### config.mk
export PLATFORM = sky130hd
export DESIGN_NAME = phase_sweep_gen_flat
export DESIGN_NICKNAME = d
export VERILOG_FILES = /design/src/rtl/phase_sweep_gen_if.sv /design/src/rtl/phase_sweep_gen.sv /design/src/flat_wrapper.sv
export SDC_FILE = /design/constraint.sdc
export NUM_CORES = 1
export LEC_CHECK = 0
export BUFFER_PORTS_ARGS = -buffer_cell sky130_fd_sc_hd__buf_4
export CAP_MARGIN = 20
export CORE_MARGIN = 1.5
export CORE_UTILIZATION = 55
export CTS_CLUSTER_SIZE = 24
export DETAILED_ROUTE_END_ITERATION = 6
export HOLD_SLACK_MARGIN = 0.12
export PLACE_DENSITY = 0.75
export SYNTH_ARGS = -nofsm -noshare
export SYNTH_HDL_FRONTEND = slang
export SYNTH_SLANG_ARGS = --single-unit
### constraint.sdc
create_clock -name CLK -period 3.6 [get_ports CLK]
set_input_delay 0.36 -clock CLK [delete_from_list [all_inputs] [get_ports CLK]]
set_output_delay 0.36 -clock CLK [all_outputs]
set_load 0.02 [all_outputs]
### src/rtl/phase_sweep_gen_if.sv
// Stream interface for phase_sweep_gen.
//   m_tvalid : sample valid (producer -> consumer)
//   m_tready : consumer ready (consumer -> producer)
//   m_tdata  : NUM_CH packed phase words, channel 0 in the low W bits
//   m_wrap   : per-channel wrap flag travelling with the sample
interface phase_sweep_gen_if #(
  parameter int NUM_CH = 2,
  parameter int W      = 16
);
  logic                  m_tvalid;
  logic                  m_tready;
  logic [NUM_CH*W-1:0]   m_tdata;
  logic [NUM_CH-1:0]     m_wrap;

  modport master (output m_tvalid, output m_tdata, output m_wrap, input m_tready);
  modport slave  (input m_tvalid, input m_tdata, input m_wrap, output m_tready);
endinterface

### src/rtl/phase_sweep_gen.sv
// Multi-channel phase-sweep generator for CORDIC sin/cos phase inputs.
// Each channel holds a runtime-programmable signed increment and phase
// accumulator; phases wrap symmetrically at +/-PI_POS. A divider paces
// samples and the output is a valid/ready stream with backpressure.
// Ports:
//   CLK, RST  : clock and synchronous active-high reset
//   en        : sweep enable (divider and accumulators hold while low)
//   cfg_we    : configuration write strobe
//   cfg_sel   : 0 = write increment, 1 = write phase accumulator
//   cfg_ch    : target channel (out-of-range channels are ignored)
//   cfg_data  : signed value, clamped to [-PI_POS, PI_POS] before storing
//   m         : stream master (m_tvalid, m_tready, m_tdata, m_wrap)
module phase_sweep_gen #(
  parameter int                    NUM_CH = 2,
  parameter int                    W      = 16,
  parameter logic signed [W-1:0]   PI_POS = 16'sh6488,
  parameter int                    DIV    = 1,
  parameter int                    CHW    = 1
) (
  input  logic                 CLK,
  input  logic                 RST,
  input  logic                 en,
  input  logic                 cfg_we,
  input  logic                 cfg_sel,
  input  logic [CHW-1:0]       cfg_ch,
  input  logic signed [W-1:0]  cfg_data,
  phase_sweep_gen_if.master    m
);

  // Two guard bits keep acc+inc exact for any pair of in-range values.
  localparam int                   SW         = W + 2;
  localparam int                   CW         = (DIV > 1) ? $clog2(DIV) : 1;
  localparam logic [CW-1:0]        CNT_LAST   = CW'(DIV - 1);
  localparam logic [CHW:0]         NUM_CH_W   = (CHW + 1)'(NUM_CH);
  localparam logic signed [SW-1:0] PI_EXT     = {{2{PI_POS[W-1]}}, PI_POS};
  localparam logic signed [SW-1:0] NEG_PI_EXT = -PI_EXT;
  localparam logic signed [SW-1:0] TWO_PI     = PI_EXT + PI_EXT;

  // Saturate a configuration value into the legal phase range.
  function automatic logic signed [W-1:0] clamp_phase(input logic signed [W-1:0] d);
    logic signed [W-1:0] r;
    if (d > PI_POS) begin
      r = PI_POS;
    end else if (d < -PI_POS) begin
      r = -PI_POS;
    end else begin
      r = d;
    end
    return r;
  endfunction

  logic signed [W-1:0]  acc_r     [NUM_CH];
  logic signed [W-1:0]  inc_r     [NUM_CH];
  logic signed [W-1:0]  acc_d_s   [NUM_CH];
  logic signed [SW-1:0] sum_s     [NUM_CH];
  logic [NUM_CH-1:0]    wrap_s;
  logic [NUM_CH-1:0]    ph_we_s;
  logic [NUM_CH-1:0]    inc_we_s;
  logic [NUM_CH*W-1:0]  tdata_d_s;
  logic signed [W-1:0]  clamped_s;
  logic                 ch_ok_s;
  logic [CW-1:0]        cnt_r;
  logic [CW-1:0]        cnt_d_s;
  logic                 tick_s;
  logic                 adv_s;
  logic                 tvalid_r;
  logic [NUM_CH*W-1:0]  tdata_r;
  logic [NUM_CH-1:0]    wrap_r;

  assign m.m_tvalid = tvalid_r;
  assign m.m_tdata  = tdata_r;
  assign m.m_wrap   = wrap_r;

  // Advance only when the divider ticks and the output slot is free or draining.
  always_comb begin
    tick_s = (cnt_r == CNT_LAST);
    adv_s  = tick_s & en & (~tvalid_r | m.m_tready);
  end

  // Divider next state: a blocked tick holds at the last count until it advances.
  always_comb begin
    cnt_d_s = cnt_r;
    if (en) begin
      if (tick_s) begin
        cnt_d_s = adv_s ? {CW{1'b0}} : cnt_r;
      end else begin
        cnt_d_s = cnt_r + CW'(1'b1);
      end
    end else begin
      cnt_d_s = cnt_r;
    end
  end

  // Configuration decode: per-channel write enables for increment and phase.
  always_comb begin
    clamped_s = clamp_phase(cfg_data);
    ch_ok_s   = ({1'b0, cfg_ch} < NUM_CH_W);
    ph_we_s   = {NUM_CH{1'b0}};
    inc_we_s  = {NUM_CH{1'b0}};
    for (int i = 0; i < NUM_CH; i++) begin
      ph_we_s[i]  = cfg_we & cfg_sel & ch_ok_s & (cfg_ch == CHW'(i));
      inc_we_s[i] = cfg_we & ~cfg_sel & ch_ok_s & (cfg_ch == CHW'(i));
    end
  end

  // Accumulator next state with symmetric wrap; a phase write wins over the advance.
  always_comb begin
    wrap_s    = {NUM_CH{1'b0}};
    tdata_d_s = {(NUM_CH*W){1'b0}};
    for (int i = 0; i < NUM_CH; i++) begin
      tdata_d_s[i*W +: W] = acc_r[i];
      sum_s[i]   = {{2{acc_r[i][W-1]}}, acc_r[i]} + {{2{inc_r[i][W-1]}}, inc_r[i]};
      acc_d_s[i] = acc_r[i];
      if (ph_we_s[i]) begin
        acc_d_s[i] = clamped_s;
        wrap_s[i]  = 1'b0;
      end else if (adv_s) begin
        if (sum_s[i] > PI_EXT) begin
          acc_d_s[i] = W'(sum_s[i] - TWO_PI);
          wrap_s[i]  = 1'b1;
        end else if (sum_s[i] < NEG_PI_EXT) begin
          acc_d_s[i] = W'(sum_s[i] + TWO_PI);
          wrap_s[i]  = 1'b1;
        end else begin
          acc_d_s[i] = W'(sum_s[i]);
          wrap_s[i]  = 1'b0;
        end
      end else begin
        acc_d_s[i] = acc_r[i];
        wrap_s[i]  = 1'b0;
      end
    end
  end

  // Channel state and divider registers.
  always_ff @(posedge CLK) begin
    if (RST) begin
      cnt_r <= {CW{1'b0}};
      for (int i = 0; i < NUM_CH; i++) begin
        acc_r[i] <= {W{1'b0}};
        inc_r[i] <= {W{1'b0}};
      end
    end else begin
      cnt_r <= cnt_d_s;
      for (int i = 0; i < NUM_CH; i++) begin
        acc_r[i] <= acc_d_s[i];
        if (inc_we_s[i]) begin
          inc_r[i] <= clamped_s;
        end
      end
    end
  end

  // Output register: load on advance, retire on handshake, hold while stalled.
  always_ff @(posedge CLK) begin
    if (RST) begin
      tvalid_r <= 1'b0;
      tdata_r  <= {(NUM_CH*W){1'b0}};
      wrap_r   <= {NUM_CH{1'b0}};
    end else if (adv_s) begin
      tvalid_r <= 1'b1;
      tdata_r  <= tdata_d_s;
      wrap_r   <= wrap_s;
    end else if (m.m_tready) begin
      tvalid_r <= 1'b0;
    end
  end

endmodule

### src/flat_wrapper.sv
// flat-port wrapper written by rule: the top's interface ports become plain ports
module phase_sweep_gen_flat 
#(
  parameter int                    NUM_CH = 2,
  parameter int                    W      = 16,
  parameter logic signed [W-1:0]   PI_POS = 16'sh6488,
  parameter int                    DIV    = 1,
  parameter int                    CHW    = 1
)
  (CLK, RST, en, cfg_we, cfg_sel, cfg_ch, cfg_data, m_m_tvalid, m_m_tdata, m_m_wrap, m_m_tready);
  phase_sweep_gen_if #(.NUM_CH(NUM_CH), .W(W)) m_i ();
  input  logic CLK;
  input  logic RST;
  input  logic en;
  input  logic cfg_we;
  input  logic cfg_sel;
  input  logic [CHW-1:0] cfg_ch;
  input  logic signed [W-1:0] cfg_data;
  output wire logic [$bits(m_i.m_tvalid)-1:0] m_m_tvalid;
  output wire logic [$bits(m_i.m_tdata)-1:0] m_m_tdata;
  output wire logic [$bits(m_i.m_wrap)-1:0] m_m_wrap;
  input wire logic [$bits(m_i.m_tready)-1:0] m_m_tready;
  assign m_m_tvalid = m_i.m_tvalid;
  assign m_m_tdata = m_i.m_tdata;
  assign m_m_wrap = m_i.m_wrap;
  assign m_i.m_tready = m_m_tready;
  phase_sweep_gen #(.NUM_CH(NUM_CH), .W(W), .PI_POS(PI_POS), .DIV(DIV), .CHW(CHW)) u_core (.CLK(CLK), .RST(RST), .en(en), .cfg_we(cfg_we), .cfg_sel(cfg_sel), .cfg_ch(cfg_ch), .cfg_data(cfg_data), .m(m_i));
endmodule
==> impl_metrics.ini <==
[status]
outcome = complete, but fails checks
violations = negative setup slack

[yosys]
synth.top_cells.by_count = nand2_1, nor2_1, a21oi_1
synth_async_sr_flop_share = 0
synth_top_cell_area_share = 0.197
synth-adder-area-share = 0.0739
synth-xor-area-share = 0.0410
syn-num-nets = 898
ys_ff_latch = 99
synthTopCellsByArea = dfxtp_1, edfxtp_1, ha_1
synth_simple_gate_area_frac = 0.225
yosys_warnings = 0
syn_area_mm2 = 0.00680
syn-instance-count = 836
synth_compound_area_frac = 0.279
seq_area_frac_synth = 0.338
synth.area.mux_share = 0.00588
ys_types = 82
synth_most_common_cell = nand2_1
synth_edf_count = 32
synth_top_area_cell = dfxtp_1
synth_top_family_by_area = compound AO/OA/AOI/OAI gates
syn_area_per_cell_um2 = 8.14
synth_flop_cell = dfxtp_1

[grt]
grt_overflow = 0
grt_util_all_layers = 0.341
grt_pass1_wl_um = 34400
first_global_vias = 6835
grt_antenna_before_repair = 0
grt_max_degree = 72

[sta]
hold_ws_ns = 0.259
rsz0062_at_grt = true
max_freq_ghz = 0.275
worst_slew_pin_slew_ns = 0.909
finalHoldViolCount = 0
maxSlewViolCount = 0
skew_ns = 0.00600
finalSetupViolations = 2
fin_crit_sh = 1.01
post-route-min-period_ns = 3.64
slew_headroom = 0.392
setup_ws_ns = -0.0360

[power_and_ir_drop]
power_frac_seq = 0.203
leakage_nw = 3.58
ir_worst_vdd_mv = 0.557
power.total_mw = 7.46
comb_power_share = 0.661
p_switching_mw = 3.35
power_frac_clock = 0.137
power.internal_mw = 4.10
powerDensity_mw_per_mm2 = 861
swShare = 0.450

[worst_hold_path]
worstHoldStart = en
hold_depth = 3
min_to = u_core.m.m_tvalid$_SDFFE_PP0P_
hold_class = input pin to register

[layout]
multi_input_area_mm2 = 0.00462
drive_above_1_share = 0.254
areaGrowthSynthToFinish_pct = 27.2
seqCellArea_mm2 = 0.00230
num_antenna_cells = 0
fill_cells = 939
final_nets = 1018
fin_area_mm2 = 0.00866
stdcell_count = 1129

[placed_design]
placedCellCount = 1094
place_hpwl_um = 16100
io_buffers = 57
dp_slack_ns = -0.211
gp_congestion = 1.00
placed_cell_area_mm2 = 0.00783

[critical_path]
r2r_slack_ns = -0.04
required_ns = 3.89
reg2reg_depth = 15
worstPathMaxFanout = 5
start_kind = register
r2r-start = u_core.inc_r[0][0]$_DFFE_PP_
critPathKind = register to register
r2r_end = u_core.acc_r[0][8]$_SDFFE_PP0P_
cp.arrival_ns = 3.93
end_kind = register

[routing]
vias = 7211
drt_iter0_markers = 696
drcViolationCount = 0
totalWireLength_um = 22600
antenna_left = 0
wl_per_cell_um = 20.0
dr.pass1.iters = 7
vias_per_cell = 6.39

[clock_tree]
cts_num_sinks = 99
cts-htree-levels = 3
clk_pin_slew_ns = 0.07
clk_latency_ns = 0.36
cts_tree = done
clock-root-buffer = clkbuf_16
clk_path_buf_depth = 2
cts_buffers = 9

[floorplanning]
die_area_mm2 = 0.0130
core_mm2 = 0.0121
die_w_um = 114
rows = 40
io_pins = 58
die_h_um = 114
start_util = 0.564

[job]
drv_cap = 0
-- final cells by class --
class	instances	share of cell area
clock buffer	13	0.0327
clock inverter	3	0.00289
inverter	25	0.0108
multi-input combinational	674	0.534
sequential	99	0.266
tap	168	0.0243
timing repair buffer	147	0.130
-- power by group through the flow --
stage / Sequential (mW) / Clock (mW) / Combinational, mW
6_report: 1.51 / 1.02 / 4.92
5_1_grt: 1.53 / 1.07 / 5.29
4_1_cts: 1.50 / 1.03 / 4.34
3_5_place_dp: 1.52 / 0 / 4.11
3_3_place_gp: 1.52 / 0 / 4.04
2_1_floorplan: 1.51 / 0 / 2.73
-- critical path, stage by stage, from the launching register on --
cell and delay [ns]:
edfxtp_1 0.39, ha_2 0.20, fa_2 0.35, a21o_4 0.25
a31oi_4 0.19, o211ai_1 0.21, a211oi_2 0.28, buf_4 0.17
nor4_4 0.04, o2111ai_2 0.23, a31oi_2 0.14, buf_4 0.20
buf_4 0.14, o31a_1 0.28, or3_1 0.35, a31oi_1 0.15
-- cell usage in the layout (no fill, tap or decap), types with 5 or more instances in the layout --
cell type	synthesis	routed
o221ai_1	6	5
nor2b_1	10	10
ha_1	37	32
a2111oi_2	2	8
a311oi_1	8	7
inv_1	25	25
o31ai_1	7	7
and3_1	13	12
xnor2_1	19	15
or3_1	13	12
nand4_1	7	7
and2_1	7	6
o211a_1	5	5
or2_2	7	7
dfxtp_1	67	67
nand2b_1	7	7
xor2_1	11	10
clkbuf_16	0	11
a31oi_1	13	11
nor2_1	104	102
buf_6	0	5
o31a_1	5	5
a21o_1	14	12
buf_4	1	142
edfxtp_1	32	32
o21ai_0	23	19
nor3_1	17	17
nand3_1	17	17
a211oi_1	9	6
a21oi_2	3	5
nand2_1	113	112
a21oi_1	82	79
o211ai_1	12	12
-- repair_timing --
item                                    4_1_cts  5_1_grt
hold buffers                                  0        0
cloned                                        1        0
pin swaps                                    17       32
endpoints found under the setup margin       19       26
resized for setup                            22       57
setup buffers                                 7       11
endpoints found under the hold margin         0        0
-- how the worst max path moves through the flow --
| stage | start | slack, ns | to | cells after the start |
|---|---|---|---|---|
| 6_report | u_core.inc_r[0][0]$_DFFE_PP_ | -0.04 | u_core.acc_r[0][8]$_SDFFE_PP0P_ | 15 |
| 3_5_place_dp | u_core.inc_r[0][0]$_DFFE_PP_ | -0.21 | u_core.acc_r[0][6]$_SDFFE_PP0P_ | 13 |
| 5_1_grt | u_core.inc_r[0][0]$_DFFE_PP_ | -0.18 | u_core.acc_r[0][8]$_SDFFE_PP0P_ | 13 |
| 3_3_place_gp | u_core.inc_r[0][0]$_DFFE_PP_ | -0.11 | u_core.acc_r[0][6]$_SDFFE_PP0P_ | 13 |
| 2_1_floorplan | u_core.inc_r[0][16]$_DFFE_PP_ | 0.02 | u_core.acc_r[0][26]$_SDFFE_PP0P_ | 13 |
| 4_1_cts | u_core.inc_r[0][16]$_DFFE_PP_ | -0.004 | u_core.acc_r[0][29]$_SDFFE_PP0P_ | 14 |
-- per-layer routing --
layer	GRT usage	part of all wire	up-vias	wire, um
met5	0	0	-	0
met4	0.217	0.056	0	1260
met1	0.425	0.40	3419	8980
met3	0.0328	0.065	80	1480
li1	-	-	3356	-
met2	0.568	0.48	356	10900
-- cells by family after synthesis --
group	after synthesis
fa+ha+maj	39
mux	4
simple gates	333
compound gates	267
xor+xnor	31
flops	99
buf+inv	63
-- through the flow --
stage           util   TNS, ns
2_1_floorplan      -         0
3_3_place_gp   0.649    -0.410
3_5_place_dp   0.649     -1.56
4_1_cts        0.688  -0.00374
5_1_grt        0.718     -1.31
6_report       0.718   -0.0539
-- registers in the layout (all words and copies together), names as in the netlist --
name	cells
u_core.m.m_tdata	32
u_core.m.m_wrap	2
u_core.inc_r	32
u_core.acc_r	32
u_core.m.m_tvalid	1
Power figures use the tool's default switching activity.
